==> src/rtl/fetch_bp_if.sv <==
// fetch_bp_if: fetch-stage bus between the pipeline control/execute side and fetch_bp.
interface fetch_bp_if #(parameter int XLEN = 32);
    logic            f_stall;
    logic            e_redirect;
    logic [XLEN-1:0] e_redirect_pc;
    logic            e_br_valid;
    logic [XLEN-1:0] e_br_pc;
    logic            e_br_taken;
    logic [XLEN-1:0] e_br_target;
    logic [XLEN-1:0] f_pc;
    logic [XLEN-1:0] f_pc_plus_4;
    logic            f_pred_taken;
    logic [XLEN-1:0] f_pred_target;
    modport master (
        output f_stall, e_redirect, e_redirect_pc, e_br_valid, e_br_pc, e_br_taken, e_br_target,
        input  f_pc, f_pc_plus_4, f_pred_taken, f_pred_target
    );
    modport slave (
        input  f_stall, e_redirect, e_redirect_pc, e_br_valid, e_br_pc, e_br_taken, e_br_target,
        output f_pc, f_pc_plus_4, f_pred_taken, f_pred_target
    );
endinterface

==> src/rtl/fetch_bp.sv <==
// fetch_bp: fetch PC register with a direct-mapped BTB and 2-bit saturating predictor.
module fetch_bp #(
    parameter int              XLEN        = 32,
    parameter logic [XLEN-1:0] RESET_PC    = '0,
    parameter int              BTB_ENTRIES = 16
) (
    input logic       clk,
    input logic       reset,
    fetch_bp_if.slave bus
);
    localparam int IDX_W = $clog2(BTB_ENTRIES);
    localparam int TAG_W = XLEN - IDX_W - 2;

    if (BTB_ENTRIES < 2 || (BTB_ENTRIES & (BTB_ENTRIES - 1)) != 0) begin : g_bad_entries
        $error("fetch_bp: BTB_ENTRIES must be a power of 2 and >= 2");
    end

    logic [XLEN-1:0]  pc_q, pc_d;
    logic             valid_q [BTB_ENTRIES];
    logic             valid_d [BTB_ENTRIES];
    logic [TAG_W-1:0] tag_q   [BTB_ENTRIES];
    logic [TAG_W-1:0] tag_d   [BTB_ENTRIES];
    logic [XLEN-1:0]  tgt_q   [BTB_ENTRIES];
    logic [XLEN-1:0]  tgt_d   [BTB_ENTRIES];
    logic [1:0]       ctr_q   [BTB_ENTRIES];
    logic [1:0]       ctr_d   [BTB_ENTRIES];

    logic [IDX_W-1:0] f_idx, e_idx;
    logic [TAG_W-1:0] f_tag, e_tag;
    logic             f_hit, e_hit;
    logic             unused_ok;

    assign f_idx     = pc_q[IDX_W+1:2];
    assign f_tag     = pc_q[XLEN-1:IDX_W+2];
    assign e_idx     = bus.e_br_pc[IDX_W+1:2];
    assign e_tag     = bus.e_br_pc[XLEN-1:IDX_W+2];
    assign f_hit     = valid_q[f_idx] && tag_q[f_idx] == f_tag;
    assign e_hit     = valid_q[e_idx] && tag_q[e_idx] == e_tag;
    assign unused_ok = &{1'b0, bus.e_br_pc[1:0]};

    assign bus.f_pc          = pc_q;
    assign bus.f_pc_plus_4   = pc_q + XLEN'(4);
    assign bus.f_pred_taken  = f_hit && ctr_q[f_idx][1];
    assign bus.f_pred_target = bus.f_pred_taken ? tgt_q[f_idx] : bus.f_pc_plus_4;

    always_comb begin
        pc_d    = bus.e_redirect ? bus.e_redirect_pc : bus.f_stall ? pc_q : bus.f_pred_target;
        valid_d = valid_q;
        tag_d   = tag_q;
        tgt_d   = tgt_q;
        ctr_d   = ctr_q;
        if (bus.e_br_valid && e_hit) begin
            ctr_d[e_idx] = bus.e_br_taken ? (ctr_q[e_idx] == 2'b11 ? 2'b11 : ctr_q[e_idx] + 2'b01)
                                          : (ctr_q[e_idx] == 2'b00 ? 2'b00 : ctr_q[e_idx] - 2'b01);
            tgt_d[e_idx] = bus.e_br_taken ? bus.e_br_target : tgt_q[e_idx];
        end else if (bus.e_br_valid && bus.e_br_taken) begin
            valid_d[e_idx] = 1'b1;
            tag_d[e_idx]   = e_tag;
            tgt_d[e_idx]   = bus.e_br_target;
            ctr_d[e_idx]   = 2'b10;
        end
    end

    // Tags and targets need no reset: they are only observed through a set valid bit.
    always_ff @(posedge clk) begin
        tag_q <= tag_d;
        tgt_q <= tgt_d;
        if (reset) begin
            pc_q    <= RESET_PC;
            valid_q <= '{default: 1'b0};
            ctr_q   <= '{default: 2'b01};
        end else begin
            pc_q    <= pc_d;
            valid_q <= valid_d;
            ctr_q   <= ctr_d;
        end
    end
endmodule

==> src/flat_wrapper.sv <==
// flat-port wrapper written by rule: the top's interface ports become plain ports
module fetch_bp_flat 
#(
    parameter int              XLEN        = 32,
    parameter logic [XLEN-1:0] RESET_PC    = '0,
    parameter int              BTB_ENTRIES = 16
)
  (clk, reset, bus_f_stall, bus_e_redirect, bus_e_redirect_pc, bus_e_br_valid, bus_e_br_pc, bus_e_br_taken, bus_e_br_target, bus_f_pc, bus_f_pc_plus_4, bus_f_pred_taken, bus_f_pred_target);
  fetch_bp_if #(.XLEN(XLEN)) bus_i ();
  input logic clk;
  input logic reset;
  input wire logic [$bits(bus_i.f_stall)-1:0] bus_f_stall;
  input wire logic [$bits(bus_i.e_redirect)-1:0] bus_e_redirect;
  input wire logic [$bits(bus_i.e_redirect_pc)-1:0] bus_e_redirect_pc;
  input wire logic [$bits(bus_i.e_br_valid)-1:0] bus_e_br_valid;
  input wire logic [$bits(bus_i.e_br_pc)-1:0] bus_e_br_pc;
  input wire logic [$bits(bus_i.e_br_taken)-1:0] bus_e_br_taken;
  input wire logic [$bits(bus_i.e_br_target)-1:0] bus_e_br_target;
  output wire logic [$bits(bus_i.f_pc)-1:0] bus_f_pc;
  output wire logic [$bits(bus_i.f_pc_plus_4)-1:0] bus_f_pc_plus_4;
  output wire logic [$bits(bus_i.f_pred_taken)-1:0] bus_f_pred_taken;
  output wire logic [$bits(bus_i.f_pred_target)-1:0] bus_f_pred_target;
  assign bus_i.f_stall = bus_f_stall;
  assign bus_i.e_redirect = bus_e_redirect;
  assign bus_i.e_redirect_pc = bus_e_redirect_pc;
  assign bus_i.e_br_valid = bus_e_br_valid;
  assign bus_i.e_br_pc = bus_e_br_pc;
  assign bus_i.e_br_taken = bus_e_br_taken;
  assign bus_i.e_br_target = bus_e_br_target;
  assign bus_f_pc = bus_i.f_pc;
  assign bus_f_pc_plus_4 = bus_i.f_pc_plus_4;
  assign bus_f_pred_taken = bus_i.f_pred_taken;
  assign bus_f_pred_target = bus_i.f_pred_target;
  fetch_bp #(.XLEN(XLEN), .RESET_PC(RESET_PC), .BTB_ENTRIES(BTB_ENTRIES)) u_core (.clk(clk), .reset(reset), .bus(bus_i));
endmodule
==> config.mk <==
export PLATFORM = sky130hd
export DESIGN_NAME = fetch_bp_flat
export DESIGN_NICKNAME = d
export VERILOG_FILES = /design/src/rtl/fetch_bp_if.sv /design/src/rtl/fetch_bp.sv /design/src/flat_wrapper.sv
export SDC_FILE = /design/constraint.sdc
export NUM_CORES = 2
export LEC_CHECK = 0
export BUFFER_PORTS_ARGS = -buffer_cell sky130_fd_sc_hd__buf_2
export CORE_MARGIN = 1.5
export CORE_UTILIZATION = 50
export CTS_BUF_LIST = sky130_fd_sc_hd__clkbuf_2 sky130_fd_sc_hd__clkbuf_4 sky130_fd_sc_hd__clkbuf_8
export CTS_CLUSTER_DIAMETER = 100
export DETAILED_ROUTE_END_ITERATION = 10
export GPL_TIMING_DRIVEN = 1
export PLACE_DENSITY_LB_ADDON = 0.25
export SLEW_MARGIN = 10
export SYNTH_ARGS = -nofsm -noshare
export SYNTH_HDL_FRONTEND = slang
export SYNTH_SLANG_ARGS = --single-unit
==> constraint.sdc <==
create_clock -name clk -period 5.4 [get_ports clk]
set_clock_uncertainty 0.05 [all_clocks]
set_input_delay 1.08 -clock clk [delete_from_list [all_inputs] [get_ports clk]]
set_output_delay 1.08 -clock clk [all_outputs]
set_load 0.005 [all_outputs]
# Word level (Yosys, flattened, before mapping)
# Index checks and enable logic that the tools add are counted.
[word_totals]
reg_bits = 1008
latch_bits = 0
ram_bits = 0
rom_bits = 0
in_bits = 102
out_inout_bits = 97
wordCells = 138
mem_count = 0
[classes]
n_addsub = 3
n_mul = 0
n_div = 0
n_lt_le_gt_ge = 3
n_eq_ne = 4
shifts = 0
n_mux = 47
bitwise = 7
n_reduce_logical = 9
[op_table]
columns = ["cell", "n"]
rows = [
  ["512-bit bitwise mux", 2],
  ["512-bit 2-to-1 mux", 2],
  ["416-bit bitwise mux", 1],
  ["32-bit 2-to-1 mux", 11],
  ["32-bit binary-select mux with 4-bit select", 2],
  ["26-bit binary-select mux with 4-bit select", 2],
  ["26-bit 2-to-1 mux", 5],
  ["32-bit demux with 4-bit select", 1],
  ["26-bit demux with 4-bit select", 1],
  ["26-bit equality test", 2],
  ["32-bit by 3-bit adder with 32-bit output (second input constant)", 1],
  ["32-bit bitwise mux", 1],
  ["16-bit OR", 2],
  ["16-bit bitwise AND", 1],
  ["2-bit binary-select mux with 4-bit select", 2],
  ["2-bit 2-to-1 mux", 8],
  ["16-bit inverter", 1],
  ["5-bit >= comparator (second input constant)", 2],
  ["4-bit inverter with 5-bit output", 2],
  ["1-bit binary-select mux with 4-bit select", 2],
  ["2-bit demux with 4-bit select", 1],
  ["1-bit logical AND", 6],
  ["5-bit by 1-bit < comparator with 1-bit output (second input constant)", 1],
  ["1-bit 2-to-1 mux", 5],
  ["9 further kinds", 9],
]

# Longest topological paths before layout
[depth]
word_depth = 10
depth_mapped = 15
ltp_nobuf = 9

# Worst setup path before layout
# OpenSTA, ideal clock, no wires.
[synth_path]
kind = "input to register"
startpoint = "input port bus_e_br_pc[3]"
endpoint = "register u_core.tag_q[104] (netlist name) (enable)"
t_arrival_ns = 4.733
slack_ns = 0.208
stages = 13
path_buffers = 4
path_cell_list = "buf_2 buf_2 buf_1 mux4_2 mux4_2 xnor2_1 nand4_1 nor2_1 nand4_1 or3_1 nand3_1 clkbuf_1 nor2_1"
[synth_between]
elab_chain_cells = 9
elab_cells_between_ends = 12
[synth_lines]
columns = ["item", "line", "rtl"]
rows = [
  ["start: declaration", "flat_wrapper.sv:16", "input wire logic [$bits(bus_i.e_br_pc)-1:0] bus_e_br_pc;"],
  ["4-bit inverter with 5-bit output (not written as such) *", "fetch_bp.sv:38", "assign e_hit = valid_q[e_idx] && tag_q[e_idx] == e_tag;"],
  ["26-bit binary-select mux with 4-bit select", "fetch_bp.sv:38", ""],
  ["26-bit 2-to-1 mux (not written as such) (2 in a row)", "fetch_bp.sv:38", ""],
  ["26-bit equality test", "fetch_bp.sv:38", ""],
  ["1-bit logical AND *", "fetch_bp.sv:38", ""],
  ["1-bit logical AND *", "fetch_bp.sv:52", "if (bus.e_br_valid && e_hit) begin"],
  ["1-bit inverter (no line) *", "n/a", ""],
  ["2-bit AND reduction (no line) *", "n/a", ""],
  ["end signal: assignment", "fetch_bp.sv:66", "tag_q <= tag_d;"],
  ["end: declaration", "fetch_bp.sv:21", "logic [TAG_W-1:0] tag_q [BTB_ENTRIES];"],
]
# Every way passes the cells marked *; elsewhere a longest branch is shown, timed or not. The select of a mux whose other input is x is not followed.
# A chain may end at the register's enable or synchronous reset.

# Final worst setup path
[layout_path]
startpoint = "register u_core.pc_q[2] (netlist: u_core.bus.f_pc[2])"
endpoint = "output port bus_f_pred_target[17]"
[layout_between]
elab_chain_cells = 8
elab_cells_between_ends = 18
[layout_lines]
columns = ["item", "line", "rtl"]
rows = [
  ["start: declaration", "fetch_bp.sv:18", "logic [XLEN-1:0] pc_q, pc_d;"],
  ["start signal: assignment", "fetch_bp.sv:73", "pc_q <= pc_d;"],
  ["4-bit inverter with 5-bit output (not written as such)", "fetch_bp.sv:37, fetch_bp.sv:43, fetch_bp.sv:44", ""],
  ["26-bit binary-select mux with 4-bit select", "fetch_bp.sv:37", "assign f_hit = valid_q[f_idx] && tag_q[f_idx] == f_tag;"],
  ["26-bit 2-to-1 mux (not written as such) (2 in a row)", "fetch_bp.sv:37", ""],
  ["26-bit equality test", "fetch_bp.sv:37", ""],
  ["1-bit logical AND", "fetch_bp.sv:37", ""],
  ["1-bit logical AND", "fetch_bp.sv:43", "assign bus.f_pred_taken = f_hit && ctr_q[f_idx][1];"],
  ["32-bit 2-to-1 mux *", "fetch_bp.sv:44", "assign bus.f_pred_target = bus.f_pred_taken ? tgt_q[f_idx] : bus.f_pc_plus_4;"],
  ["end: declaration", "flat_wrapper.sv:22", "output wire logic [$bits(bus_i.f_pred_target)-1:0] bus_f_pred_target;"],
]
# Marks and branches as above.

==> flow_summary.toml <==
[run_status]
outcome = "complete, but fails checks"
violations = "setup timing"

[finish]
nNetsFinal = 3594
fillerInstances = 7486
finalNonFillerCells = 4933
mostFrequentLayoutCells = "edfxtp_1 (928), nor2_1 (538), mux4_2 (533)"
layout_commonest_cell = "edfxtp_1"
area_growth_pct = 18.6
drive_gt1_share_pct = 40.6

[grt]
track_usage_pct = 32.6
grt_pass1_vias = 34400
grt_pass1_wl_mm = 238
grt_start_max_net_pins = 104
grt_remaining_overflow = 0
grt_antenna_before_repair = 11

[timing]
period_share_pct = 105
rsz0062_at_grt = "yes"
min_period_ns = 5.64
slew_headroom_pct = 26.2
max_freq_mhz = 177
hold_viol = 0
slew_violations = 0
tightestPinTransition_ns = 1.11
setup_viol = 32
setup-tns-final_ns = -5.69
layout_setup_ws_ns = -0.245

[worst_setup_path]
cp_max_fo = 8
critPathArrivalTime_ns = 4.51
reg2reg_slack_ns = 1.28
cp-start-kind = "flip-flop"
crit_required_ns = 4.27
cp-end-kind = "output port"
critical_path_class = "reg2out"

[synthesis]
synth-seq-cells = 1008
synth_ff_type = "edfxtp_1"
synth_area_per_cell_um2 = 16.2
async_reset_ff_share_pct = 0
synth_cell_types = 67
yosysTopAreaCell = "edfxtp_1"
mappedNetlistArea_um2 = 50200
ys_seq_area_share_pct = 58.7
yosys_warnings = 0
synth_top_area_share_pct = 55.5
synth.area.top_cells = "edfxtp_1 (55%), mux4_2 (24%), nor2_1 (4.1%)"
synth_nets = 3198
synth_edf_count = 928
syn_inst = 3095

[detailed_routing]
ant_nets = 0
drtPass1Iterations = 7
remaining_drc_errors = 0
routed_wl_mm = 166
routed_via_density = 6.81
routedWlPerCell_um = 33.7
drt_iter0_markers = 5198
via_count = 33600

[clock_tree]
clkTransAtPathRegs_ns = 0.06
htree_levels = 4
clock-root-buffer = "clkbuf_8"
clk_path_buf_depth = 3
clock_latency_ns = 0.87
cts_buffers = 168
cts_tree = "yes"
cts_sinks = 1008

[placed_design]
place_inst = 4572
dp_hpwl_mm = 104
pre_cts_ws_ns = 0.129
gp_congestion = 0.879
portBuffers = 196

[pwr]
ir_drop_mv = 0.222
p_per_area_nw_per_um2 = 290
swShare_pct = 24.9
clock_power_share_pct = 39.0
combPwrFrac_pct = 10.8
internal-power_w = 0.0130
seqPwrFrac_pct = 50.2
power_switching_w = 0.00430
power_leakage_nw = 18.6

[floorplan]
die_area_um2 = 102000
top_level_ports = 199
core_um2 = 99900
die_x_um = 320
num_rows = 116
initial_core_util_pct = 50.3
dieHeight_um = 320

[flow_run]
maxCapViolCount = 0

[hold_path]
hold_class = "reg2reg"
sequential cells by signal, summed over array words and instances (netlist names):
| signal | flops |
|---|---|
| u_core.bus.f_pc | 32 |
| u_core.ctr_q | 32 |
| u_core.tag_q | 416 |
| u_core.tgt_q | 512 |
| u_core.valid_q | 16 |
stage by stage:
| step | cell area [um^2] | util (%) | total power (W) | hold slack [ns] |
|---|---|---|---|---|
| global placement | 55100 | 55.2 | 0.0105 | 0.414 |
| detailed placement | 55100 | 55.2 | 0.0105 | 0.419 |
| global route | 59500 | 59.6 | 0.0178 | 0.444 |
| finish | 59500 | 59.6 | 0.0173 | 0.436 |
| floorplan | 50200 | - | 0.00983 | 0.400 |
| CTS | 59400 | 59.5 | 0.0173 | 0.393 |
kinds of logic (layout without fill, tap and decap cells):
kind of cell | after synthesis | count (layout) | synth area share (%)
AOI/OAI and AO/OA | 245 | 245 | 3.71
xor gates and xnor gates | 67 | 67 | 1.17
adders and majority gates | 2 | 2 | 0.0448
buffers and inverters | 314 | 849 | 2.77
DFF | 1008 | 1008 | 58.7
muxes | 681 | 681 | 27.2
other | 0 | 5 | 0
and+or+nand+nor | 778 | 778 | 6.47
metal layers:
layer,routed length [um],up-vias,track usage (%)
met5,105,-,0
met3,19600,475,8.28
met4,9400,14,16.9
met2,79600,2559,52.3
met1,57400,17300,41.3
li1,-,13200,-
synthesized netlist by cell type, drive strengths merged, types with 11 or more instances:
cell type and number:
edfxtp 928, nor2 555, mux4 533, clkbuf 143
buf 136, mux2i 113, nand2 88, dfxtp 80
xnor2 42, a22o 35, inv 35, mux2 35
nand3 33, a21o 30, nand2b 26, a21oi 25
xor2 25, a221o 21, a22oi 21, o21ai 20
a211oi 19, o31ai 17, nor3 14, a221oi 12
nand4 12, nor2b 11
repair_timing:
item,CTS,global route
gates resized for setup,116,21
setup endpoints to repair,34,33
setup buffers,40,7
cloned,2,0
pin swaps,11,5
hold buffers,0,0
area by class of cell:
type	instances	area (um^2)	share of cell area, %
clock buffers	241	2900	4.87
multi-input cells	1773	19900	33.4
well taps	1298	1620	2.73
diodes	5	12.5	0.0210
flip-flops and latches	1008	29500	49.5
inverters	35	139	0.233
clock inverters	68	405	0.681
repair buffers	505	5100	8.57
worst max-delay path, stage by stage, from the launching register on:
cell      delay, ns
dfxtp_4        0.37
buf_12         0.13
buf_6          0.13
mux4_2         0.52
a22o_1         0.21
a221oi_2       0.19
buf_4          0.19
xnor2_2        0.07
nor4_2         0.29
buf_4          0.19
nand4_1        0.09
buf_6          0.16
nor3_4         0.21
buf_6          0.18
buf_12         0.12
buf_12         0.13
mux2_4         0.33
buf_6          0.12
worst paths after layout:
| check | depth (start not counted) | startpoint | to |
|---|---|---|---|
| worst max-delay path | 17 | u_core.bus.f_pc[2]$_SDFFE_PP0P_ | bus_f_pred_target[17] |
| worst min-delay path | 1 | u_core.ctr_q[10]$_SDFFE_PP1P_ | u_core.ctr_q[10]$_SDFFE_PP1P_ |
| worst max register to register | 19 | u_core.bus.f_pc[2]$_SDFFE_PP0P_ | u_core.bus.f_pc[23]$_SDFFE_PP0P_ |
| worst min register to register | 1 | u_core.ctr_q[10]$_SDFFE_PP1P_ | u_core.ctr_q[10]$_SDFFE_PP1P_ |
power by group through the flow:
stage	Sequential, W	Combinational, W	Clock [W]
2_1_floorplan	0.00878	0.00104	0
6_report	0.00868	0.00187	0.00674
4_1_cts	0.00867	0.00183	0.00681
3_5_place_dp	0.00885	0.00170	0
3_3_place_gp	0.00884	0.00167	0
5_1_grt	0.00868	0.00195	0.00713
Power figures use the tool's default switching activity.
